File: src/rtl/mad_result_buffer.sv
// mad_result_buffer: tags mad ops, aligns tags with fixed-latency results, queues them behind a credit-gated FIFO
module mad_result_buffer #(
  parameter int DEPTH   = 4,
  parameter int ID_W    = 3,
  parameter int MAD_LAT = 2
) (
  input  logic                         clk_i,
  input  logic                         rst_i,
  input  logic                         issue_valid_i,
  input  logic [ID_W-1:0]              issue_id_i,
  input  logic [4:0]                   issue_rd_i,
  output logic                         issue_ready_o,
  input  logic                         mad_valid_i,
  input  logic [31:0]                  mad_result_i,
  output logic                         result_valid_o,
  input  logic                         result_ready_i,
  output logic [31:0]                  result_data_o,
  output logic [ID_W-1:0]              result_id_o,
  output logic [4:0]                   result_rd_o,
  output logic                         result_we_o,
  output logic [$clog2(DEPTH+1)-1:0]   occupancy_o,
  output logic                         err_o
);
  localparam int CW = $clog2(DEPTH+1);
  localparam int PW = DEPTH > 1 ? $clog2(DEPTH) : 1;
  localparam int SW = $clog2(DEPTH+MAD_LAT+1);
  localparam int EW = 32+ID_W+5;
  logic [MAD_LAT-1:0]           v_q, v_d;
  logic [MAD_LAT-1:0][ID_W-1:0] id_q, id_d;
  logic [MAD_LAT-1:0][4:0]      rd_q, rd_d;
  logic [DEPTH-1:0][EW-1:0]     mem_q, mem_d;
  logic [PW-1:0]                wp_q, wp_d, rp_q, rp_d;
  logic [CW-1:0]                cnt_q, cnt_d;
  logic                         err_q, err_d;
  logic [SW-1:0]                inflight;
  logic                         issue_ok, tag_v, push, pop;
  always_comb begin
    inflight = '0;
    for (int i = 0; i < MAD_LAT; i++) inflight = inflight + SW'(v_q[i]);
  end
  // credit counts every tagged op still in flight, so mad can never overrun the FIFO
  assign issue_ready_o  = (SW'(cnt_q) + inflight) < SW'(DEPTH);
  assign issue_ok       = issue_valid_i & issue_ready_o;
  assign tag_v          = v_q[MAD_LAT-1];
  assign result_valid_o = cnt_q != '0;
  assign pop            = result_valid_o & result_ready_i;
  assign push           = tag_v & mad_valid_i & ((cnt_q != CW'(DEPTH)) | pop);
  assign v_d            = MAD_LAT'({v_q, issue_ok});
  assign id_d           = (MAD_LAT*ID_W)'({id_q, issue_id_i});
  assign rd_d           = (MAD_LAT*5)'({rd_q, issue_rd_i});
  always_comb begin
    mem_d = mem_q;
    if (push) mem_d[wp_q] = {mad_result_i, id_q[MAD_LAT-1], rd_q[MAD_LAT-1]};
    wp_d  = push ? ((wp_q == PW'(DEPTH-1)) ? '0 : wp_q + PW'(1)) : wp_q;
    rp_d  = pop ? ((rp_q == PW'(DEPTH-1)) ? '0 : rp_q + PW'(1)) : rp_q;
    cnt_d = cnt_q + CW'(push) - CW'(pop);
    err_d = err_q | (issue_valid_i & ~issue_ready_o) | (tag_v ^ mad_valid_i)
          | (tag_v & mad_valid_i & ~push);
  end
  always_ff @(posedge clk_i) begin
    if (rst_i) begin
      v_q   <= '0;
      wp_q  <= '0;
      rp_q  <= '0;
      cnt_q <= '0;
      err_q <= 1'b0;
    end else begin
      v_q   <= v_d;
      wp_q  <= wp_d;
      rp_q  <= rp_d;
      cnt_q <= cnt_d;
      err_q <= err_d;
    end
  end
  always_ff @(posedge clk_i) begin
    id_q  <= id_d;
    rd_q  <= rd_d;
    mem_q <= mem_d;
  end
  assign {result_data_o, result_id_o, result_rd_o} = result_valid_o ? mem_q[rp_q] : '0;
  assign result_we_o = result_valid_o;
  assign occupancy_o = cnt_q;
  assign err_o       = err_q;
endmodule

File: config.mk
export PLATFORM = sky130hd
export DESIGN_NAME = mad_result_buffer
export DESIGN_NICKNAME = d
export VERILOG_FILES = /design/src/rtl/mad_result_buffer.sv
export SDC_FILE = /design/constraint.sdc
export NUM_CORES = 1
export LEC_CHECK = 0
export CORE_ASPECT_RATIO = 0.9
export CORE_MARGIN = 10
export CORE_UTILIZATION = 50
export CTS_CLUSTER_DIAMETER = 60
export DETAILED_ROUTE_END_ITERATION = 16
export PLACE_DENSITY_LB_ADDON = 0.2
export SLEW_MARGIN = 25
export SYNTH_ARGS = -nofsm -noshare
export SYNTH_HDL_FRONTEND = slang
export SYNTH_SLANG_ARGS = --single-unit
File: constraint.sdc
create_clock -name clk_i -period 3.17 [get_ports clk_i]
set_input_delay 0.634 -clock clk_i [delete_from_list [all_inputs] [get_ports clk_i]]
set_output_delay 0.634 -clock clk_i [all_outputs]
set_load 0.01 [all_outputs]
==> summary.txt, run 1 <==
Hold path
  • HP Class: reg2reg
  • Cells on Worst Hold Path: 0
  • Hold Startpoint: rd_d[8]$_DFF_P_
  • Hold EP: rd_q[8]$_DFF_P_

Clock network
  • Clock sink count: 186
  • Root buf cell: clkbuf_16
  • Clk slew on worst S/H paths: 60 ps
  • CTS tree: built
  • Clk buf depth: 2
  • Setup bufs post-CTS: 0
  • H-Tree Depth: 4
  • CTS Buf Count: 17
  • Post_cts resized: 0
  • Worst-skew pair later-pin latency: 430 ps
  • CTS Hold Bufs: 0

Global route
  • Grt ovf: 0
  • Largest net degree at the start of global routing: 41
  • Overall Global Routing Usage: 14.2%
  • Initial antenna violation count: 0
  • Number of global-route vias before repair: 3639
  • First-pass GRT wire length: 20200 µm

Drt
  • DRT Pass-1 Iters: 7
  • Top sig layer: met4
  • DR WL met2: 6170 µm
  • Wire length on met1: 5490 µm
  • Vias: 3351
  • Post-DR vias/cell: 5.40
  • Total Wirelength: 12800 µm
  • ANT nets after route: 0
  • Drc violations: 0
  • Met3 WL post-DR: 990 µm
  • Initial drt markers: 191
  • Routed WL per cell: 20.6 µm

Pwr
  • NetSw: 1.68 mW
  • Sw Ratio: 25.7%
  • Clock power share: 30.0%
  • Combinational power share: 27.0%
  • PD cells: 752 mW/mm²
  • Share of power burned in registers: 43.0%
  • Final Total Pwr: 6.54 mW
  • Static Leakage: 2.83 nW
  • Maximum vdd drop: 0.498 mV
  • Internal power: 4.86 mW

Timing
  • Relative slew slack: 62.7%
  • Worst slew pin tran: 555 ps
  • Min Clock Period, post-route: 3030 ps
  • Setup repair after global routing missed its margin: false
  • Setup Skew: 7.41 ps
  • Finish-stage setup viols: 0
  • Max-slew violations: 0
  • Fmax: 0.330 GHz
  • Worst setup margin: 139 ps
  • Setup tns final: 0 ps
  • Fin. Hold Viols: 0
  • Final worst path period share: 95.6%

Finish
  • Multi-input logic area: 0.00153 mm²
  • Inserted Diodes: 0
  • Final Util: 64.4%
  • Register area: 0.00533 mm²
  • Area added between synthesis and finish: 24.3%
  • Fin nets: 495
  • Layout cells sized above 1: 18.1%
  • Fill cells: 944

Die
  • Die width: 145 µm
  • Num rows: 40
  • # IOs: 92
  • Area of the core: 0.0135 mm²
  • Die height: 132 µm
  • Die area: 0.0191 mm²
  • Initial Util: 51.8%

Run status
  • Status: finished, final reports clean

Synthesis
  • Syn nets: 392
  • Mapped cell area: 0.00700 mm²
  • #FFs+latches synth: 186
  • Post-synth top flop: edfxtp_1
  • Share of flip-flops with an asynchronous set or reset: 0%
  • Sequential share of the synthesized area: 76.1%
  • Number of synthesized flops with an enable pin: 160
  • Synth Warn #: 0
  • Avg Inst Size Synth: 20.8 µm²
  • Cells after synthesis: 337
  • Yosys cell types: 32

Critical path
  • Worst path cell trace: buf_12 -> mux4_2 -> nor2b_1 -> clkdlybuf4s50_1
  • R2R depth: 9
  • Crit Path Max Fanout: 26
  • Critical Path Max Stage Delay: 530 ps
  • Crit path arrival time: 2400 ps
  • Required time of the critical path: 2540 ps
  • R2R Path End: occupancy_o[2]$_SDFF_PP0_
  • Flop2flop setup slack: 630 ps
  • Reg2reg start: occupancy_o[1]$_SDFF_PP0_
  • Crit Path Category: reg2out
  • CP Capture Type: primary output
  • Slowest-stage cell, CP: mux4_2
  • Startpoint class of the critical path: flop

Placement
  • Routability Congestion: 0.769
  • I/O Buffers: 91
  • Dpl ws: 145 ps
  • Hpwl dp: 7810 µm

Flow run
  • Max Cap Violations: 0
[registers in the layout, summed over array words and instances, names as in the netlist]
| register | cells |
|---|---|
| wp_q | 2 |
| id_d | 3 |
| v_q | 2 |
| rd_q | 5 |
| err_o | 1 |
| occupancy_o | 3 |
| mem_q | 160 |
| rd_d | 5 |
| id_q | 3 |
| rp_q | 2 |
[worst max-delay path: cells and delay by family, from the launching register on]
| kind | cells | cell delay (ps) |
|---|---|---|
| buf+inv | 2 | 770 |
| mux | 1 | 530 |
| flops | 1 | 490 |
| simple gates | 1 | 150 |
[per-layer routing]
metal,track usage [%],up-vias
met5,0,-
met2,21.2,104
met1,18.3,1697
li1,-,1537
met3,5.80,13
met4,4.66,0
[placed cells by master, fill, tap and decap left out, types with 4 or more instances in the layout]
master,netlist,final
and3_2,0,4
buf_12,0,5
buf_4,1,5
clkbuf_1,6,5
clkbuf_16,0,17
clkdlybuf4s50_1,0,91
clkinv_1,0,4
dfxtp_1,26,24
edfxtp_1,160,160
ha_1,9,9
inv_1,9,9
mux4_2,40,40
nor2b_1,44,44
[cells by family (layout without fill, tap and decap cells)]
group                    after synthesis  in the layout  share of synthesized area (%)
buffers and inverters                 26            142                           2.16
AND/OR/NAND/NOR                       60             60                           5.49
multiplexers                          41             41                           13.0
adder cells (fa/ha/maj)               10             10                           1.89
AO/OA/AOI/OAI                         12             12                           1.11
flip-flops                           186            186                           76.1
XOR/XNOR                               2              2                          0.250
[area by class of cell]
| type | count | area share (%) |
|---|---|---|
| clock buffers | 22 | 5.10 |
| flip-flops and latches | 186 | 61.3 |
| inverters | 9 | 0.388 |
| well taps | 168 | 2.42 |
| clock inverters | 10 | 1.16 |
| repair buffers | 101 | 12.0 |
| multi-input cells | 125 | 17.6 |
[cell usage after synthesis (2+ instances only)]
cell type  instances  area [µm²]
edfxtp_1         160        4800
nor2b_1           44         275
mux4_2            40         901
dfxtp_1           26         521
ha_1               9         113
inv_1              9        33.8
buf_6              6        67.6
clkbuf_1           6        22.5
and3_1             4        25.0
buf_2              4        20.0
a21oi_1            3        15.0
nor2_1             3        11.3
nand3_1            2        10.0
o21ai_0            2        10.0
xnor2_1            2        17.5
[power by group through the flow]
stage               Sequential (mW)  Clock, mW  Combinational [mW]
finish                         2.81       1.96                1.77
global route                   2.83       2.11                1.92
detailed placement             2.87          0                1.81
global placement               2.86          0                1.80
CTS                            2.81       2.00                1.82
floorplan                      2.81          0               0.980
[worst max-delay path by stage]
stage,startpoint,end,slack (ps)
floorplan,mad_valid_i,occupancy_o[2]$_SDFF_PP0_,820
global placement,mad_valid_i,occupancy_o[2]$_SDFF_PP0_,260
detailed placement,mad_valid_i,occupancy_o[2]$_SDFF_PP0_,150
CTS,rp_q[0]$_SDFFE_PP0P_,result_id_o[1],80
global route,rp_q[0]$_SDFFE_PP0P_,result_id_o[1],8
finish,rp_q[0]$_SDFFE_PP0P_,result_id_o[1],140
[through the flow]
step	instance area (µm²)	cells	hold slack, ps
after global placement	8160	589	310
after floorplan	7000	337	310
after CTS	8700	621	326
after global routing	8700	621	338
final	8700	621	326
after detailed placement	8160	589	312
No activity file was read; power rests on OpenSTA's default activity.
==> run 2, diff against run 1 <==
--- a/config.mk
+++ b/config.mk
@@ -5,13 +5,13 @@
 export SDC_FILE = /design/constraint.sdc
 export NUM_CORES = 1
 export LEC_CHECK = 0
+export CAP_MARGIN = 5
 export CORE_ASPECT_RATIO = 0.9
 export CORE_MARGIN = 10
 export CORE_UTILIZATION = 50
 export CTS_CLUSTER_DIAMETER = 60
 export DETAILED_ROUTE_END_ITERATION = 16
 export PLACE_DENSITY_LB_ADDON = 0.2
-export SLEW_MARGIN = 25
 export SYNTH_ARGS = -nofsm -noshare
 export SYNTH_HDL_FRONTEND = slang
 export SYNTH_SLANG_ARGS = --single-unit
==> results of run 2 <==
Same layout as run 1: the final DEF is identical, and so are final timing and power.
==> run 3, diff against run 2 <==
--- a/config.mk
+++ b/config.mk
@@ -5,7 +5,7 @@
 export SDC_FILE = /design/constraint.sdc
 export NUM_CORES = 1
 export LEC_CHECK = 0
-export CAP_MARGIN = 5
+export ABC_AREA = 1
 export CORE_ASPECT_RATIO = 0.9
 export CORE_MARGIN = 10
 export CORE_UTILIZATION = 50
==> run 3 against run 2 <==
Compared with the run above:
- count of clock-buffer cells in the layout is 3 lower
- sequential power about the same
- largest cell class unchanged
- maximum frequency down 0.78%
==> summary.txt, run 3 <==
Clock network
  • Root buf cell: clkbuf_16
  • Clock sink count: 186 (unchanged)
  • CTS Buf Count: 17 (unchanged)
  • Clk slew on worst S/H paths: 60 ps (about the same)
  • CTS tree: built
  • Clk buf depth: 2 (unchanged)
  • CTS Hold Bufs: 0 (unchanged)
  • Worst-skew pair later-pin latency: 420 ps (about the same)
  • H-Tree Depth: 4 (unchanged)

Drt
  • DR WL met2: 7590 µm (+23%)
  • DRT Pass-1 Iters: 5 (-2)
  • Drc violations: 0 (unchanged)
  • Post-DR vias/cell: 5.13 (-5.0%)
  • Initial drt markers: 370 (+94%)
  • Routed WL per cell: 16.6 µm (-20%)
  • Wire length on met1: 6970 µm (+27%)
  • Met3 WL post-DR: 685 µm (-31%)
  • Total Wirelength: 15300 µm (+20%)
  • ANT nets after route: 0 (unchanged)
  • Vias: 4739 (+41%)
  • Top sig layer: met4

Global route
  • Grt ovf: 0 (unchanged)
  • Overall Global Routing Usage: 15.5% (+1.3 points)
  • First-pass GRT wire length: 24300 µm (+20%)
  • Number of global-route vias before repair: 4712 (+29%)
  • Initial antenna violation count: 0 (unchanged)
  • Largest net degree at the start of global routing: 47 (+15%)

Finish
  • Most frequent cells in the layout: 180 x nand2_1, 160 x edfxtp_1, 92 x nor2_1
  • Inserted Diodes: 0 (unchanged)
  • Area added between synthesis and finish: 25.7%
  • Commonest non-fill, non-tap cell in the layout: nand2_1
  • Final instance count without filler cells: 924 (+49%)
  • Layout cells sized above 1: 8.34% (-9.8 points)
  • Fin nets: 773 (+56%)
  • Max FFs per register: 160 (unchanged)
  • Reg with most FFs: mem_q

Synthesis
  • Most frequent cell after synthesis: nand2_1
  • Syn nets: 674 (+72%)
  • Synth top cells by count: 180 x nand2_1, 160 x edfxtp_1, 96 x nor2_1, 45 x a21oi_1, 40 x o21ai_0
  • Number of synthesized flops with an enable pin: 160 (unchanged)
  • Post-synth top area share: 66.4% (-2.3 points)
  • Share of flip-flops with an asynchronous set or reset: 0% (unchanged)
  • Cells after synthesis: 619 (+84%)
  • Yosys cell types: 21 (-34%)
  • Synth area leaders: edfxtp_1 66%, nand2_1 9.3%, dfxtp_1 7.2%
  • #FFs+latches synth: 186 (unchanged)
  • Synth area leader: edfxtp_1
  • Synth Warn #: 0 (unchanged)
  • Avg Inst Size Synth: 11.7 µm² (-44%)
  • Mapped cell area: 0.00724 mm² (+3.4%)
  • Post-synth top flop: edfxtp_1
  • Sequential share of the synthesized area: 73.6% (-2.5 points)

Placement
  • Routability Congestion: 0.762 (-0.94%)
  • Dpl cells: 888 (+51%)
  • Hpwl dp: 9230 µm (+18%)
  • I/O Buffers: 91 (unchanged)

Timing
  • Fin. Hold Viols: 0 (unchanged)
  • Setup Skew: 10.6 ps (+3.23 ps)
  • Final worst path period share: 96.4% (+0.75 points)
  • Setup repair after global routing missed its margin: false
  • Setup tns final: 0 ps (unchanged)
  • Worst slew pin tran: 503 ps (-52.1 ps)
  • Finish-stage setup viols: 0 (unchanged)
  • Relative slew slack: 66.4% (+3.7 points)
  • Fmax: 0.327 GHz (-0.78%)
  • Min Clock Period, post-route: 3050 ps (+23.8 ps)
  • Max-slew violations: 0 (unchanged)

Critical path
  • Setup crit start: occupancy_o[0]$_SDFF_PP0_
  • Required time of the critical path: 2540 ps (about the same)
  • R2R depth: 11 (+2)
  • CP Capture Type: primary output
  • Startpoint class of the critical path: flop
  • Flop2flop setup slack: 990 ps (+360 ps)
  • CP endpoint: result_data_o[0]
  • Crit Path Max Fanout: 20 (-23%)
  • Reg2reg start: occupancy_o[0]$_SDFF_PP0_
  • R2R Path End: occupancy_o[1]$_SDFF_PP0_
  • Crit path arrival time: 2420 ps (+20 ps)
  • Crit Path Category: reg2out

Pwr
  • PD cells: 825 mW/mm² (+9.6%)
  • Maximum vdd drop: 0.467 mV (-6.2%)
  • Static Leakage: 3.41 nW (+21%)

Die
  • # IOs: 92 (unchanged)
  • Die height: 134 µm (+1.4%)
  • Num rows: 41 (+2.5%)
  • Area of the core: 0.0141 mm² (+4.4%)
  • Die width: 147 µm (+1.5%)
  • Initial Util: 51.3% (-0.50 points)
  • Die area: 0.0197 mm² (+2.9%)

Hold path
  • HP Class: reg2reg

Run status
  • Status: finished, final reports clean

Flow run
  • Max Cap Violations: 0 (unchanged)
## run 3: changes by cell type after synthesis, sizes merged, moves of 2 or more
cell / delta
nand3: +4
a21oi: +42
buf: +11
xnor2: -2
nor2: +94
nand2: +180
nor2b: -44
inv: +12
and3: -4
clkbuf: +2
o21ai: +38
mux4: -40
## run 3: logic make-up after synthesis
family	synth area share (%)
adders and majority gates	1.83
AOI/OAI and AO/OA	5.88
DFF	73.6
buffers and inverters	3.61
and+or+nand+nor	15.1
## run 3: worst max-delay path: stages, from the launching register on
cell	delay (ps)
dfxtp_1	450
nor2_2	80
nand2_2	150
clkinvlp_4	190
buf_4	260
a21oi_1	270
clkdlybuf4s50_1	600
## run 3: repair_timing
action | in CTS | in global routing
cloned | 0 | 0
resized for setup | 1 | 2
setup buffers | 0 | 4
setup endpoints to repair | 1 | 28
## run 3: metal layers
metal	GRT usage, %	vias up
met1	19.2	2325
met4	4.22	0
met3	4.61	13
li1	-	2288
met2	25.9	113
met5	0	-
## run 3: how the worst min path moves through the flow
stage | startpoint | endpoint | slack [ps] | depth (start not counted)
after floorplan | id_d[3]$_DFF_P_ | id_q[3]$_DFF_P_ | 310 | 0
after global placement | rd_d[7]$_DFF_P_ | rd_q[7]$_DFF_P_ | 310 | 0
after detailed placement | id_d[4]$_DFF_P_ | id_q[4]$_DFF_P_ | 310 | 0
after CTS | id_d[4]$_DFF_P_ | id_q[4]$_DFF_P_ | 330 | 0
after global routing | rd_d[7]$_DFF_P_ | rd_q[7]$_DFF_P_ | 330 | 0
final | rd_d[7]$_DFF_P_ | rd_q[7]$_DFF_P_ | 330 | 0
## run 3: report_power, final
group	leakage (nW)	switching, mW	internal, mW
combinational	1.45	1.36	1.14
sequential	1.66	0.0872	2.73
clock	0.306	0.851	1.33
## run 3: layout make-up
type | count | area (µm²)
Multi-Input combinational cell | 381 | 1680
Timing Repair Buffer | 110 | 1140
Clock buffer | 19 | 443
Sequential cell | 186 | 5330
Inverter | 22 | 86.3
Clock inverter | 13 | 175
Fill cell | 1038 | 5010
Tap cell | 193 | 241
## run 3: stage by stage
stage	cell area [µm²]	hold slack [ps]	utilization [%]	total power, mW	setup WS [ps]
floorplan	7240	310	-	4.13	45.7
global placement	8440	311	59.8	5.26	474
detailed placement	8440	312	59.8	5.30	416
CTS	9060	327	64.2	7.49	0.487
global route	9100	330	64.5	7.90	10.8
finish	9100	326	64.5	7.50	115
